**config.mk**
```make
export PLATFORM = sky130hd
export DESIGN_NAME = signal_recorder
export DESIGN_NICKNAME = d
export VERILOG_FILES = /design/src/rtl/signal_recorder.sv
export SDC_FILE = /design/constraint.sdc
export NUM_CORES = 1
export LEC_CHECK = 0
export CAP_MARGIN = 20
export CORE_MARGIN = 3
export CORE_UTILIZATION = 64
export CTS_BUF_LIST = sky130_fd_sc_hd__clkbuf_2 sky130_fd_sc_hd__clkbuf_4 sky130_fd_sc_hd__clkbuf_8
export DETAILED_ROUTE_END_ITERATION = 8
export PLACE_DENSITY = 0.9
export SYNTH_ARGS = -nofsm -noshare
export SYNTH_HDL_FRONTEND = slang
export SYNTH_SLANG_ARGS = --single-unit
```
**constraint.sdc**
```tcl
create_clock -name i_Clk -period 3.4 [get_ports i_Clk]
set_input_delay 0.68 -clock i_Clk [delete_from_list [all_inputs] [get_ports i_Clk]]
set_output_delay 0.68 -clock i_Clk [all_outputs]
set_load 0.02 [all_outputs]
```
**src/rtl/signal_recorder.sv**
```systemverilog
// signal_recorder: captures N_SAMPLES readings of i_signal at SAMPLE_DIV-cycle spacing
// after a SW rising edge, then streams them as a HEADER-led byte frame to a UART.
module signal_recorder #(
    parameter int         SAMPLE_DIV = 5_000_000,
    parameter int         N_SAMPLES  = 14,
    parameter logic [7:0] HEADER     = 8'hA5
) (
    input  logic        i_Clk,
    input  logic        i_Rst_n,
    input  logic        SW,
    input  logic [13:0] i_signal,
    output logic [7:0]  o_Tx_Byte,
    output logic        o_Tx_DV,
    input  logic        i_Tx_Active,
    input  logic        i_Tx_Done,
    output logic        o_busy,
    output logic        o_done
);
    typedef enum logic [1:0] {IDLE, CAPTURE, SEND, WAIT_DONE} state_t;

    localparam logic [23:0] DIV_LAST = 24'(SAMPLE_DIV - 1);
    localparam logic [3:0]  K_LAST   = 4'(N_SAMPLES - 1);
    localparam logic [5:0]  IDX_LAST = 6'(2 * N_SAMPLES);

    state_t      r_state, w_next;
    logic        r_sw_meta, r_sw_sync, r_sw_prev;
    logic [23:0] r_cnt;
    logic [3:0]  r_k;
    logic [5:0]  r_idx;
    logic [13:0] r_buf [16];
    logic [7:0]  r_tx_byte;
    logic        r_tx_dv, r_done;
    logic        w_start, w_tick;
    logic [3:0]  w_slot;
    logic [13:0] w_smp;
    logic [7:0]  w_byte;

    // r_done gates the start so an edge landing on the o_done cycle is dropped
    assign w_start = r_sw_sync & ~r_sw_prev & ~r_done;
    assign w_tick  = r_cnt == 24'd0;
    assign w_slot  = 4'((r_idx - 6'd1) >> 1);
    assign w_smp   = r_buf[w_slot];
    assign w_byte  = (r_idx == 6'd0) ? HEADER : r_idx[0] ? {2'b00, w_smp[13:8]} : w_smp[7:0];

    always_ff @(posedge i_Clk or negedge i_Rst_n) begin
        if (!i_Rst_n) r_state <= IDLE;
        else          r_state <= w_next;
    end

    always_comb begin
        w_next = r_state;
        case (r_state)
            IDLE:      if (w_start) w_next = CAPTURE;
            CAPTURE:   if (w_tick && r_k == K_LAST) w_next = SEND;
            SEND:      if (!i_Tx_Active) w_next = WAIT_DONE;
            WAIT_DONE: if (i_Tx_Done) w_next = (r_idx == IDX_LAST) ? IDLE : SEND;
            default:   w_next = IDLE;
        endcase
    end

    always_ff @(posedge i_Clk or negedge i_Rst_n) begin
        if (!i_Rst_n) begin
            r_sw_meta <= 1'b0;
            r_sw_sync <= 1'b0;
            r_sw_prev <= 1'b0;
            r_cnt     <= 24'd0;
            r_k       <= 4'd0;
            r_idx     <= 6'd0;
            r_tx_byte <= 8'h00;
            r_tx_dv   <= 1'b0;
            r_done    <= 1'b0;
        end else begin
            r_sw_meta <= SW;
            r_sw_sync <= r_sw_meta;
            r_sw_prev <= r_sw_sync;
            r_tx_dv   <= 1'b0;
            r_done    <= 1'b0;
            if (r_state == CAPTURE) begin
                r_cnt <= (r_cnt == DIV_LAST) ? 24'd0 : r_cnt + 24'd1;
                if (w_tick) r_k <= r_k + 4'd1;
            end else begin
                r_cnt <= 24'd0;
                r_k   <= 4'd0;
            end
            if (r_state == IDLE) r_idx <= 6'd0;
            if (r_state == SEND && !i_Tx_Active) begin
                r_tx_dv   <= 1'b1;
                r_tx_byte <= w_byte;
            end
            if (r_state == WAIT_DONE && i_Tx_Done) begin
                if (r_idx == IDX_LAST) r_done <= 1'b1;
                else                   r_idx  <= r_idx + 6'd1;
            end
        end
    end

    // sample storage is deliberately left out of reset
    always_ff @(posedge i_Clk) begin
        if (r_state == CAPTURE && w_tick) r_buf[r_k] <= i_signal;
    end

    assign o_Tx_Byte = r_tx_byte;
    assign o_Tx_DV   = r_tx_dv;
    assign o_busy    = r_state != IDLE;
    assign o_done    = r_done;
endmodule

```
==> impl_summary.log, run 1 <==
[metrics] Finished Layout Cells: 1028
[metrics] classification of the worst-slack hold path: in -> async
[metrics] Critical Path AT: roughly 3300 ps
[metrics] fraction of layout cells with a size suffix above 1: 0.183
[metrics] top post-synthesis cells by count: sky130_fd_sc_hd__edfxtp_1 (224), sky130_fd_sc_hd__nand2_1 (73), sky130_fd_sc_hd__nor2_1 (62)
[metrics] FF/Latch Area: between 7000 and 8000 sq um
[metrics] antenna violations before repair: 0
[metrics] hold violation count in the final report: 0
[metrics] total area of multi-input combinational cells: between 3000 and 4000 sq um
[metrics] timing-limited maximum frequency: 0.329 GHz
[metrics] worst hold slack after final layout: 113 ps
[metrics] Worst Max-Slew Pin Slew: between 1000 and 1500 ps
[metrics] Int Pwr: around 5.2 mW
[metrics] Routed Wire Length: between 20000 and 30000 um
[metrics] vias in the first global route: 7249
[metrics] critical path peak fanout: 8
[metrics] number of buffers added to fix hold violations after cts: 0
[metrics] combinational group share of total power: 0.013
[metrics] flip-flop and latch count after synthesis: 273
[metrics] Die H: approximately 140 um
[metrics] post-CTS resize count: 0
[metrics] Num Clock Sinks: approximately 270
[metrics] top flip-flop cell by instance count after synthesis: sky130_fd_sc_hd__edfxtp_1
[metrics] maximum level of the CTS H-tree: 2
[metrics] pwr dens: between 500 and 600 nW/um^2
[metrics] Skew-Pair Late Insertion Delay: 550 ps
[metrics] post-route clock skew: between 20 and 25 ps
[metrics] number of vias per cell after detailed routing: about 6.7
[metrics] Port Buffers: 29
[metrics] fraction of met1 tracks used by global routing: 0.362
[metrics] post-route total power: 6.48 mW
[metrics] Total Die Area: roughly 19000 sq um
[metrics] number of nets at the end of the flow: ~800
[metrics] combined area of all synthesized cells: ~11000 sq um
[metrics] most area-consuming cells after synthesis: sky130_fd_sc_hd__edfxtp_1 (60%), sky130_fd_sc_hd__dfrtp_1 (11%), sky130_fd_sc_hd__mux4_2 (6.2%), sky130_fd_sc_hd__mux4_1 (2.6%), sky130_fd_sc_hd__nand2_1 (2.4%)
[metrics] register area share after synthesis: 0.705
[metrics] type of the setup path with the least slack: reg -> reg
[metrics] sort of element at the start of the critical path: flip-flop
[metrics] switching power share of the total: 0.203
[metrics] share of synthesized registers carrying an async set or reset: 0.179
[metrics] Peak supply drop: 0.446 mV
[metrics] global placer's final weighted congestion: approximately 0.86
[metrics] number of flops mapped to enable cells by yosys: 224
[metrics] grt peak-use layer: met2
[metrics] layout filler cell count: between 900 and 1000
[metrics] final-layout setup total negative slack: 0 ps
[metrics] Distinct cells, synth: 52
[metrics] number of placed instances with taps included: 953
[metrics] number of placement rows: 47
[metrics] Clock transition at path regs: approximately 70 ps
[metrics] Slew Viols, Final: 0
[metrics] post-route antenna net violation count: 0
[metrics] Final HPWL DP: approximately 16000 um
[metrics] clock tree from TritonCTS: yes
[metrics] power dissipated by switching net loads: 1.31 mW
[metrics] net count after synthesis: 730
[metrics] Inserted Clock Buffers: approximately 40
[metrics] synthesized area per cell: 16.1 sq um
[metrics] Leak: 4.50 nW
[metrics] Final Instance Area: about 13000 sq um
[metrics] most frequent cell after synthesis: sky130_fd_sc_hd__edfxtp_1
[metrics] placed cell areas: roughly 12000 sq um
[metrics] vias after detailed routing: between 6000 and 7000
[metrics] synthesized instance count: between 700 and 800
[metrics] maximum clock path buffer count: 3
[metrics] x dimension of the die: 139 um
[metrics] core area: around 17000 sq um
[metrics] wire length of the first global-routing pass: 40900 um
[metrics] root buffer cell: sky130_fd_sc_hd__clkbuf_8
[metrics] fraction of power consumed by the clock network: 0.427
[metrics] Routed wire per std cell: 25.6 um
[metrics] final cycle utilization of the critical path: 0.894
[metrics] layout overhead on the synthesized area: 13.7%
[metrics] top cell type's share of synthesized area: 0.596
[metrics] pin count of the biggest net entering global routing: 56
[metrics] met2 capacity usage during global routing: 0.433
[metrics] top cell type by total area after synthesis: sky130_fd_sc_hd__edfxtp_1
[metrics] Top Ports: 30
[metrics] global routing usage summed across all routing layers: 0.278
[metrics] met3 track demand over resource in global routing: 0.0769
[metrics] Data required, critical path: 3640 ps
[metrics] postcts setup bufs: 0
[metrics] number of max-capacitance violations reported: 0
[metrics] Residual DRC: 0
[metrics] Initial Utilization: 0.666
[metrics] setup repair after global routing missed its margin: no
[metrics] count of warnings emitted by yosys: 0
[metrics] outcome: completed
[metrics] worst slew margin relative to its limit: 0.314
[metrics] final setup vio count: 0
[metrics] First DRT Iteration DRCs: 797
[metrics] Antenna Diode Count: 0
[metrics] final critical path time including I/O delays and setup: approximately 3000 ps
[metrics] sequential cell fraction of total power: 0.560
[metrics] gr ovfl total: 0
[metrics] crit path capture type: flip-flop
[metrics] DRT Pass-1 Iters: 6
[layout make-up]
type | instances | area share
timing repair buffer | 61 | 0.0439
multi-input combinational | 388 | 0.245
clock buffer | 59 | 0.0560
sequential | 273 | 0.620
tap | 220 | 0.0215
inverter | 11 | 0.00322
clock inverter | 16 | 0.00996
[power by group through the flow]
| stage | registers (mW) | logic [mW] | clock network [mW] |
|---|---|---|---|
| final | 3.63 | 0.0847 | 2.77 |
| after global routing | 3.63 | 0.0933 | 2.96 |
| after CTS | 3.63 | 0.0857 | 2.80 |
| after detailed placement | 3.70 | 0.0844 | 0 |
| after global placement | 3.70 | 0.0780 | 0 |
| after floorplan | 3.70 | 0.00312 | 0 |
[flip-flops by register name (all words and copies together) (netlist names), 2 cells and up]
name,cells
r_idx,6
r_state,2
r_k,4
o_Tx_Byte,8
r_buf,224
r_cnt,24
[logic make-up (layout without fill, tap and decap cells)]
logic type               count (synthesis)  in the layout  share of synthesized area
AO/OA/AOI/OAI                           55             55                     0.0358
XOR/XNOR                                33             33                     0.0286
adder cells (fa/ha/maj)                  9              9                    0.00999
buffers and inverters                   41            147                     0.0204
flip-flops                             273            273                      0.705
multiplexers                            63             63                      0.107
AND/OR/NAND/NOR                        228            228                     0.0934
[final timing paths]
path | start | end | cells after the start | slack (ps)
max | r_cnt[0]$_DFF_PN0_ | r_buf[1][8]$_DFFE_PP_ | 8 | 360
min | i_Rst_n | o_Tx_Byte[0]$_DFFE_PN0P_ | 1 | 110
max reg2reg | r_cnt[0]$_DFF_PN0_ | r_buf[1][8]$_DFFE_PP_ | 8 | 360
min reg2reg | r_sw_meta$_DFF_PN0_ | r_sw_sync$_DFF_PN0_ | 0 | 370
max in group asynchronous | i_Rst_n | r_idx[3]$_DFF_PN0_ | 2 | 2500
min in group i_Clk | r_sw_meta$_DFF_PN0_ | r_sw_sync$_DFF_PN0_ | 0 | 370
[layer usage]
layer,up-vias,wire length (um)
li1,2857,-
met1,3412,9460
met2,515,12500
met3,137,3030
met4,0,1370
met5,-,0
[through the flow]
step / setup WS [ps] / util
6_report: 361 / 0.757
5_1_grt: 194 / 0.757
4_1_cts: 420 / 0.757
3_5_place_dp: 463 / 0.707
3_3_place_gp: 614 / 0.707
2_1_floorplan: 592 / -
[critical path: stages, from the launching register on]
cell and delay (ps):
sky130_fd_sc_hd__dfrtp_1 440, sky130_fd_sc_hd__inv_1 90, sky130_fd_sc_hd__ha_1 140, sky130_fd_sc_hd__nor4b_1 250, sky130_fd_sc_hd__nand3_1 210, sky130_fd_sc_hd__nor3_1 410, sky130_fd_sc_hd__nand2_1 260, sky130_fd_sc_hd__nor3_2 590
sky130_fd_sc_hd__buf_4 350
[cell usage in the layout (no fill, tap or decap), drive strengths merged, types with 4 or more instances in the layout]
cell type	instances
inv	13
a31oi	12
nor4	5
edfxtp	224
clkbuf	59
clkdlybuf4s50	28
o21ai	5
ha	9
xor2	17
xnor2	16
mux4	42
nand3	34
nand2	73
nor2	62
or3	4
and3	9
dfrtp	49
clkinv	12
nor3	12
nand2b	5
a22oi	6
buf	33
nand4	12
mux2i	18
a21oi	10
No activity file was read; power rests on OpenSTA's default activity.
==> run 2, diff against run 1 <==
--- a/config.mk
+++ b/config.mk
@@ -5,7 +5,7 @@
 export SDC_FILE = /design/constraint.sdc
 export NUM_CORES = 1
 export LEC_CHECK = 0
-export CAP_MARGIN = 20
+export CAP_MARGIN = 10
 export CORE_MARGIN = 3
 export CORE_UTILIZATION = 64
 export CTS_BUF_LIST = sky130_fd_sc_hd__clkbuf_2 sky130_fd_sc_hd__clkbuf_4 sky130_fd_sc_hd__clkbuf_8
==> results of run 2 <==
Same layout as run 1: the final DEF is identical, and so are final timing and power.
==> run 3, diff against run 2 <==
--- a/config.mk
+++ b/config.mk
@@ -6,9 +6,11 @@
 export NUM_CORES = 1
 export LEC_CHECK = 0
 export CAP_MARGIN = 10
+export CORE_ASPECT_RATIO = 0.8
 export CORE_MARGIN = 3
 export CORE_UTILIZATION = 64
 export CTS_BUF_LIST = sky130_fd_sc_hd__clkbuf_2 sky130_fd_sc_hd__clkbuf_4 sky130_fd_sc_hd__clkbuf_8
+export CTS_CLUSTER_DIAMETER = 80
 export DETAILED_ROUTE_END_ITERATION = 8
 export PLACE_DENSITY = 0.9
 export SYNTH_ARGS = -nofsm -noshare
==> impl_summary.log, run 3 (same netlist as run 1, synthesis figures left out) <==
[metrics] outcome: completed
[metrics] Leak: 4.48 nW
[metrics] setup repair after global routing missed its margin: no
[metrics] vias in the first global route: 7369
[metrics] Port Buffers: 29
[metrics] worst slew margin relative to its limit: 0.505
[metrics] number of flip-flops in the largest register: around 220
[metrics] Top Ports: 30
[metrics] Die H: ~120 um
[metrics] vias after detailed routing: between 7000 and 8000
[metrics] type of the setup path with the least slack: reg -> reg
[metrics] DRT Pass-1 Iters: 7
[metrics] number of vias per cell after detailed routing: ~7.1
[metrics] Critical Path AT: roughly 3500 ps
[metrics] final-layout setup total negative slack: 0 ps
[metrics] post-CTS resize count: 0
[metrics] Peak supply drop: around 0.33 mV
[metrics] layout filler cell count: just over 800
[metrics] classification of the worst-slack hold path: in -> async
[metrics] maximum level of the CTS H-tree: 2
[metrics] fraction of layout cells with a size suffix above 1: 0.189
[metrics] number of nets at the end of the flow: about 800
[metrics] number of placement rows: 42
[metrics] Final HPWL DP: 17200 um
[metrics] core area: between 15000 and 20000 sq um
[metrics] Clock transition at path regs: roughly 70 ps
[metrics] postcts setup bufs: 0
[metrics] post-route clock skew: approximately 39 ps
[metrics] number of buffers added to fix hold violations after cts: 0
[metrics] wire length of the first global-routing pass: around 45000 um
[metrics] Inserted Clock Buffers: a little over 40
[metrics] post-route antenna net violation count: 0
[metrics] Residual DRC: 0
[metrics] layout overhead on the synthesized area: 13.3%
[metrics] commonest non-fill, non-tap cell in the layout: sky130_fd_sc_hd__edfxtp_1
[metrics] most flop-heavy register: r_buf
[metrics] root buffer cell: sky130_fd_sc_hd__clkbuf_8
[metrics] maximum clock path buffer count: 3
[metrics] global routing usage summed across all routing layers: 0.312
[metrics] Worst Max-Slew Pin Slew: 741 ps
[metrics] worst hold slack after final layout: ~36 ps
[metrics] hold violation count in the final report: 0
[metrics] Skew-Pair Late Insertion Delay: between 500 and 600 ps
[metrics] sort of element at the start of the critical path: flip-flop
[metrics] x dimension of the die: approximately 150 um
[metrics] Num Clock Sinks: roughly 270
[metrics] Routed Wire Length: between 20000 and 30000 um
[metrics] final critical path time including I/O delays and setup: about 3100 ps
[metrics] number of max-capacitance violations reported: 0
[metrics] clock tree from TritonCTS: yes
[metrics] Slew Viols, Final: 0
[metrics] crit path capture type: flip-flop
[metrics] gr ovfl total: 0
[metrics] final setup vio count: 0
[metrics] pwr dens: ~500 nW/um^2
[metrics] Routed wire per std cell: about 29 um
[metrics] Antenna Diode Count: 0
[metrics] most used cells in the layout excluding fill and tap cells: sky130_fd_sc_hd__edfxtp_1 (224), sky130_fd_sc_hd__nand2_1 (73), sky130_fd_sc_hd__nor2_1 (62)
[metrics] final cycle utilization of the critical path: 0.900
[metrics] Initial Utilization: 0.666
[metrics] pin count of the biggest net entering global routing: 56
[metrics] timing-limited maximum frequency: about 0.33 GHz
[metrics] First DRT Iteration DRCs: about 1200
[metrics] Data required, critical path: ~3800 ps
[metrics] critical path peak fanout: 17
[metrics] Total Die Area: around 19000 sq um
[metrics] antenna violations before repair: 0
[metrics] global placer's final weighted congestion: about 0.9
==> run 3: changes by cell type in the layout (fill, tap and decap cells not counted) <==
cell,change
sky130_fd_sc_hd__clkinvlp_4,+2
sky130_fd_sc_hd__bufinv_16,-2
sky130_fd_sc_hd__inv_6,-1
sky130_fd_sc_hd__clkinv_1,-7
sky130_fd_sc_hd__clkinv_2,+5
sky130_fd_sc_hd__buf_4,-3
sky130_fd_sc_hd__clkbuf_4,+1
sky130_fd_sc_hd__clkbuf_8,+1
sky130_fd_sc_hd__buf_12,+1
==> run 3: final timing paths <==
path / endpoint / slack (ps) / from / cells past startpoint
worst max-delay path: o_Tx_Byte[0]$_DFFE_PN0P_ / 340 / r_idx[0]$_DFF_PN0_ / 8
worst min-delay path: r_cnt[10]$_DFF_PN0_ / 40 / i_Rst_n / 1
worst max register to register: o_Tx_Byte[0]$_DFFE_PN0P_ / 340 / r_idx[0]$_DFF_PN0_ / 8
worst min register to register: r_sw_sync$_DFF_PN0_ / 350 / r_sw_meta$_DFF_PN0_ / 0
max in group asynchronous: r_cnt[7]$_DFF_PN0_ / 2810 / i_Rst_n / 2
min in group i_Clk: r_sw_sync$_DFF_PN0_ / 350 / r_sw_meta$_DFF_PN0_ / 0
==> run 3: stage by stage <==
step                power (mW)   util  std cells  setup slack, ps  instance area (sq um)
floorplan                 3.70      -        702              592                  11300
global placement          3.77  0.706        950              596                  12000
CTS                       6.39  0.754       1024              371                  12800
detailed placement        3.78  0.706        950              494                  12000
finish                    6.39  0.755       1025              341                  12800
global route              6.58  0.755       1025              166                  12800
==> run 3: final cells by class <==
cell class / count / area, sq um / share of cell area
Clock buffer: 61 / 739 / 0.0579
Clock inverter: 13 / 72.6 / 0.00568
Inverter: 11 / 41.3 / 0.00323
Multi-Input combinational cell: 388 / 3140 / 0.246
Sequential cell: 273 / 7950 / 0.622
Tap cell: 220 / 275 / 0.0215
Timing Repair Buffer: 59 / 561 / 0.0439
==> run 3: metal layers <==
layer  part of all wire  wire length, um  global-route usage
met5                  0                0                   0
met1               0.32             9490               0.420
met3               0.16             4610              0.0997
met4              0.056             1660               0.141
met2               0.46            13600               0.473
==> run 3: report_power, final <==
| part | internal, mW | total [mW] | switching, mW |
|---|---|---|---|
| clock | 1.40 | 2.67 | 1.27 |
| sequential | 3.62 | 3.63 | 0.00310 |
| combinational | 0.0256 | 0.0887 | 0.0630 |
==> run 3: worst max-delay path, stage by stage (launching register included) <==
cell and delay (ps):
sky130_fd_sc_hd__dfrtp_1 400, sky130_fd_sc_hd__inv_2 210, sky130_fd_sc_hd__ha_1 370, sky130_fd_sc_hd__xor2_4 530, sky130_fd_sc_hd__buf_12 260, sky130_fd_sc_hd__mux4_1 580, sky130_fd_sc_hd__a22oi_1 260, sky130_fd_sc_hd__and3_1 210
sky130_fd_sc_hd__a31oi_1 100
